<file path="config.mk">
export PLATFORM = sky130hd
export DESIGN_NAME = lsu_ctrl
export DESIGN_NICKNAME = d
export VERILOG_FILES = /design/src/rtl/lsu_pkg.sv /design/src/rtl/lsu_lane_align.sv /design/src/rtl/lsu_ctrl.sv
export SDC_FILE = /design/constraint.sdc
export NUM_CORES = 1
export LEC_CHECK = 0
export CAP_MARGIN = 20
export CORE_ASPECT_RATIO = 2
export CORE_UTILIZATION = 45
export DETAILED_ROUTE_END_ITERATION = 10
export GPL_ROUTABILITY_DRIVEN = 0
export PLACE_DENSITY = 0.81
export SLEW_MARGIN = 10
export SYNTH_ARGS = -nofsm -noshare
export SYNTH_HDL_FRONTEND = slang
export SYNTH_HIERARCHICAL = 1
export SYNTH_SLANG_ARGS = --single-unit
</file>
<file path="constraint.sdc">
create_clock -name clk -period 2.9 [get_ports clk]
set_input_delay 0.58 -clock clk [delete_from_list [all_inputs] [get_ports clk]]
set_output_delay 0.58 -clock clk [all_outputs]
set_load 0.03 [all_outputs]
</file>
<file path="src/rtl/lsu_pkg.sv">
// Shared types and lane constants for the load/store control stage.
package lsu_pkg;

    localparam int NUM_BYTE_LANES = 4;
    localparam int BYTE_WIDTH     = 8;
    localparam int LSU_ADDR_WIDTH = 32;
    localparam int LSU_DATA_WIDTH = NUM_BYTE_LANES * BYTE_WIDTH;

    typedef enum logic [1:0] {
        IDLE = 2'd0,
        REQ  = 2'd1,
        RESP = 2'd2,
        DONE = 2'd3
    } lsu_state_e;

    typedef struct packed {
        logic                      valid;
        logic                      wen;
        logic [LSU_ADDR_WIDTH-1:0] addr;
        logic [LSU_DATA_WIDTH-1:0] wdata;
        logic [NUM_BYTE_LANES-1:0] mask;
    } mem_req_s;

endpackage

</file>
<file path="src/rtl/lsu_lane_align.sv">
// Byte-lane steering: store replicate/mask and load lane extract with zero-extend.
module lsu_lane_align
    import lsu_pkg::*;
(
    input  logic                      is_byte,
    input  logic [1:0]                lane,
    input  logic [LSU_DATA_WIDTH-1:0] store_data,
    input  logic [LSU_DATA_WIDTH-1:0] resp_data,
    output logic [LSU_DATA_WIDTH-1:0] wdata,
    output logic [NUM_BYTE_LANES-1:0] mask,
    output logic [LSU_DATA_WIDTH-1:0] load_data
);

    always_comb begin
        wdata     = store_data;
        mask      = '1;
        load_data = resp_data;
        if (is_byte) begin
            wdata     = {NUM_BYTE_LANES{store_data[BYTE_WIDTH-1:0]}};
            mask      = NUM_BYTE_LANES'(1) << lane;
            load_data = {{(LSU_DATA_WIDTH-BYTE_WIDTH){1'b0}},
                         resp_data[BYTE_WIDTH*lane +: BYTE_WIDTH]};
        end
    end

endmodule

</file>
<file path="src/rtl/lsu_ctrl.sv">
// Load/store control: one memory transaction at a time, stalling upstream while in flight.
module lsu_ctrl
    import lsu_pkg::*;
#(
    parameter int ADDR_WIDTH     = 32,
    parameter int DATA_WIDTH     = 32,
    parameter int RF_ADDR_WIDTH  = 5,
    parameter int TIMEOUT_CYCLES = 255
) (
    input  logic                     clk,
    input  logic                     reset,
    input  logic                     start_i,
    input  logic                     is_load_i,
    input  logic                     is_store_i,
    input  logic                     is_byte_i,
    input  logic [ADDR_WIDTH-1:0]    addr_i,
    input  logic [DATA_WIDTH-1:0]    store_data_i,
    input  logic [RF_ADDR_WIDTH-1:0] rd_i,
    output logic                     mem_valid_o,
    output logic                     mem_wen_o,
    output logic [ADDR_WIDTH-1:0]    mem_addr_o,
    output logic [DATA_WIDTH-1:0]    mem_wdata_o,
    output logic [3:0]               mem_mask_o,
    input  logic                     mem_yumi_i,
    input  logic                     mem_resp_valid_i,
    input  logic [DATA_WIDTH-1:0]    mem_resp_data_i,
    output logic                     stall_o,
    output logic                     rf_wen_o,
    output logic [RF_ADDR_WIDTH-1:0] rf_waddr_o,
    output logic [DATA_WIDTH-1:0]    load_data_o,
    output logic                     misalign_o,
    output logic                     timeout_o
);

    localparam int CNT_W = $clog2(TIMEOUT_CYCLES + 1);

    lsu_state_e             state;
    mem_req_s               req;
    logic                   op_load;
    logic                   op_byte;
    logic [1:0]             op_lane;
    logic [RF_ADDR_WIDTH-1:0] op_rd;
    logic [CNT_W-1:0]       cnt;

    logic                   is_mem_op;
    logic                   aligned;
    logic                   accept;
    logic                   al_byte;
    logic [1:0]             al_lane;
    logic [DATA_WIDTH-1:0]  al_wdata;
    logic [DATA_WIDTH-1:0]  al_load;
    logic [3:0]             al_mask;

    assign is_mem_op = start_i && (is_load_i || is_store_i);
    assign aligned   = is_byte_i || (addr_i[1:0] == 2'b00);
    assign accept    = (state == IDLE) && is_mem_op && aligned;

    assign misalign_o = (state == IDLE) && is_mem_op && !aligned;
    assign stall_o    = accept || (state == REQ) || (state == RESP);

    assign mem_valid_o = req.valid;
    assign mem_wen_o   = req.wen;
    assign mem_addr_o  = req.addr[ADDR_WIDTH-1:0];
    assign mem_wdata_o = req.wdata;
    assign mem_mask_o  = req.mask;

    // The store path is evaluated on the incoming op; the load path on the latched one.
    assign al_byte = (state == IDLE) ? is_byte_i   : op_byte;
    assign al_lane = (state == IDLE) ? addr_i[1:0] : op_lane;

    lsu_lane_align u_align (
        .is_byte    (al_byte),
        .lane       (al_lane),
        .store_data (store_data_i),
        .resp_data  (mem_resp_data_i),
        .wdata      (al_wdata),
        .mask       (al_mask),
        .load_data  (al_load)
    );

    always_ff @(posedge clk) begin
        if (reset) begin
            state       <= IDLE;
            req         <= '0;
            op_load     <= 1'b0;
            op_byte     <= 1'b0;
            op_lane     <= '0;
            op_rd       <= '0;
            cnt         <= '0;
            rf_wen_o    <= 1'b0;
            rf_waddr_o  <= '0;
            load_data_o <= '0;
            timeout_o   <= 1'b0;
        end else begin
            rf_wen_o  <= 1'b0;
            timeout_o <= 1'b0;
            case (state)
                IDLE: if (accept) begin
                    req.valid <= 1'b1;
                    req.wen   <= !is_load_i;
                    req.addr  <= LSU_ADDR_WIDTH'({addr_i[ADDR_WIDTH-1:2], 2'b00});
                    req.wdata <= al_wdata;
                    req.mask  <= is_load_i ? 4'b1111 : al_mask;
                    op_load   <= is_load_i;
                    op_byte   <= is_byte_i;
                    op_lane   <= addr_i[1:0];
                    op_rd     <= rd_i;
                    state     <= REQ;
                end
                REQ: if (mem_yumi_i) begin
                    req <= '0;
                    if (!op_load) begin
                        state <= DONE;
                    end else if (mem_resp_valid_i) begin
                        rf_wen_o    <= (op_rd != '0);
                        rf_waddr_o  <= op_rd;
                        load_data_o <= al_load;
                        state       <= DONE;
                    end else begin
                        cnt   <= '0;
                        state <= RESP;
                    end
                end
                RESP: begin
                    if (mem_resp_valid_i) begin
                        rf_wen_o    <= (op_rd != '0);
                        rf_waddr_o  <= op_rd;
                        load_data_o <= al_load;
                        state       <= DONE;
                    end else if (cnt == CNT_W'(TIMEOUT_CYCLES - 1)) begin
                        timeout_o <= 1'b1;
                        state     <= IDLE;
                    end else begin
                        cnt <= cnt + 1'b1;
                    end
                end
                DONE: state <= IDLE;
                default: state <= IDLE;
            endcase
        end
    end

endmodule

</file>
==> flow_summary.ini <==
[critical_path]
critPathKind = flop to output pin
crit_chain = inv_1 -> ha_1 -> o211ai_2 -> nor2_1 -> clkdlybuf4s50_1
rr_startpoint = state[1]
worstPathArrival_ps = 2170
worst_setup_path_end_kind = output pin
worstRegToRegCells = 8
start_kind = flop
crit_required_ps = 2320
crit_path_top_delay_cell = clkdlybuf4s50_1
r2r_end = load_data_o[6]
critPathMaxFanout = 8
cpPeakStageDelay_ps = 680
rrSetupSlack_ps = 480
crit_start = state[1]
cp-endpoint = misalign_o

[finish]
nets = 1051
diodes = 0
seq_area_um2 = 2520
final_common_cell = clkdlybuf4s50_1
layout_common_cells = 215 x clkdlybuf4s50_1, 126 x dfxtp_1, 123 x a21oi_1
area_delta_synth_final_pct = 45.9
final_util = 0.676
multiInputGateArea_um2 = 2970
fillers = 1069
final_layout_size_suffix_gt1_frac = 0.0653

[cts]
tritoncts = done
cts.sinks = 126
clockBufferDepth = 2
ctsHoldBuffers = 0
clk_pin_slew_ps = 60
cts_buffers = 17
htreeDepth = 4
cts-root-buf = clkbuf_16
clk_latency_ps = 410
cts_setup_buffers = 0
ctsResizeCount = 0

[synthesis]
synth-warning-count = 6
ys_types = 48
syn_area_um2 = 6020
yosysSeqAreaShare = 0.419
syn_inst = 761
syn_area_per_cell_um2 = 7.91
ys_ff_latch = 126

[drt]
dr.pass1.iters = 6
via_per_inst = 5.56
vias = 6124
wl_per_cell_um = 17.4
drc = 0
drtIter0Drc = 302
ant_nets = 0
drt_wl_total_mm = 19.2

[pwr]
leakage_nw = 3.08
powerDensity_nw_per_um2 = 786
ir_drop_uv = 707

[timing]
max_freq_mhz = 363
fin_skew_ps = 10.1
min_period_ps = 2750
slew_viol_final = 0
setup_tns_ps = 0
maxSlewHeadroom = 0.499
fin_ws_ps = 148
finalSetupViolations = 0
rsz0062_at_grt = false
fin_crit_sh = 0.949
finalHoldViolCount = 0
worst_pin_slew_ps = 752

[placed_design]
dpl.hpwl_mm = 13.1
portBuffers = 217
dp_worst_setup_slack_ps = 194

[global_route]
grt_usage = 0.276
grt_pass1_wl_mm = 30.3
antenna_found_initial = 0
grt_pass1_vias = 5937
grt_max_degree = 69
gr-total-overflow = 0

[floorplanning]
dieHeight_um = 166
io_pins = 220
placementRows = 59
start_util = 0.463
fp.dieW_um = 83.8
die_area_um2 = 13900
core_um2 = 13000

[flow_run]
maxCapViolations = 0

[outcome]
status = finished, final reports clean

[hold_path]
hp-class = flop to flop
[layer usage]
metal	wire length (µm)	track usage
met5	0	0
met4	910	0.155
met3	1040	0.0547
met2	10200	0.516
met1	7040	0.285
[where the power goes]
group          switching [mW]  leakage [nW]  internal [mW]
logic                    1.59          1.76           1.04
clock network           0.807         0.293           1.44
registers               0.101          1.02           1.93
total                    2.50          3.08           4.40
[state kept, by name, indices dropped and copies added, names as in the netlist]
register,count
cnt,8
load_data_o,32
mem_addr_o,30
mem_mask_o,4
mem_valid_o,1
mem_wdata_o,32
mem_wen_o,1
op_byte,1
op_lane,2
op_load,1
op_rd,5
rf_waddr_o,5
rf_wen_o,1
state,2
timeout_o,1
[synthesized netlist by cell type (all sizes together)]
| library cell | n | area share |
|---|---|---|
| o41ai | 1 | 0.0015 |
| nand3 | 5 | 0.0062 |
| a211oi | 5 | 0.0062 |
| nor3 | 5 | 0.0042 |
| a21o | 2 | 0.0025 |
| a311oi | 1 | 0.0015 |
| buf | 34 | 0.039 |
| and2b | 4 | 0.0050 |
| nand4 | 2 | 0.0021 |
| and3 | 3 | 0.0031 |
| o21ba | 1 | 0.0017 |
| nor2b | 33 | 0.034 |
| or4 | 2 | 0.0025 |
| nor2 | 9 | 0.0056 |
| conb | 1 | 0.00062 |
| o21bai | 2 | 0.0025 |
| mux2i | 8 | 0.013 |
| a31oi | 2 | 0.0021 |
| a21boi | 1 | 0.0019 |
| o21a | 1 | 0.0012 |
| o32ai | 2 | 0.0029 |
| clkbuf | 41 | 0.026 |
| o21ai | 105 | 0.088 |
| o31ai | 1 | 0.0012 |
| a222oi | 8 | 0.013 |
| or3 | 10 | 0.010 |
| o211a | 1 | 0.0017 |
| o211ai | 1 | 0.0021 |
| a221oi | 1 | 0.0025 |
| a21bo | 1 | 0.0017 |
| inv | 43 | 0.027 |
| dfxtp | 126 | 0.42 |
| nand2 | 97 | 0.060 |
| mux2 | 3 | 0.0056 |
| a21oi | 124 | 0.10 |
| nand3b | 63 | 0.079 |
| nand2b | 5 | 0.0064 |
| ha | 5 | 0.010 |
| and2 | 2 | 0.0025 |
[cell families after synthesis]
kind of cell / Yosys count / synth area share
compound gates: 260 / 0.238
other cells: 1 / 0.000623
mux: 11 / 0.0189
buf+inv: 118 / 0.0915
simple gates: 240 / 0.221
fa+ha+maj: 5 / 0.0104
flops: 126 / 0.419
[cell type report]
type                            instances  area share
Inverter                               43      0.0184
Tap cell                              152      0.0217
Timing Repair Buffer                  231       0.263
Clock inverter                         13      0.0218
Multi-Input combinational cell        518       0.339
Clock buffer                           18      0.0489
Sequential cell                       126       0.287
[how the worst min path moves through the flow]
stage / startpoint / end / slack [ps] / cells past startpoint
4_1_cts: load_data_o[30] / load_data_o[30] / 450 / 2
3_5_place_dp: load_data_o[30] / load_data_o[30] / 450 / 2
3_3_place_gp: load_data_o[13] / load_data_o[13] / 440 / 2
6_report: load_data_o[14] / load_data_o[14] / 450 / 2
2_1_floorplan: op_rd[4] / rf_waddr_o[4] / 440 / 2
5_1_grt: load_data_o[30] / load_data_o[30] / 470 / 2
[worst max-delay path, delay by kind of cell, from the launching register on]
| kind | cells | cell delay [ps] |
|---|---|---|
| fa+ha+maj | 1 | 390 |
| buf+inv | 2 | 780 |
| flops | 1 | 340 |
| simple gates | 1 | 110 |
| compound gates | 1 | 150 |
[metrics by stage]
stage / power, mW / area (µm²) / hold slack, ps / std cells
2_1_floorplan: 3.76 / 6020 / 440 / 762
3_3_place_gp: 4.64 / 8160 / 441 / 1070
3_5_place_dp: 4.66 / 8160 / 446 / 1070
4_1_cts: 6.94 / 8780 / 454 / 1101
5_1_grt: 7.23 / 8780 / 467 / 1101
6_report: 6.90 / 8780 / 454 / 1101
(Power assumes the default switching activity.)
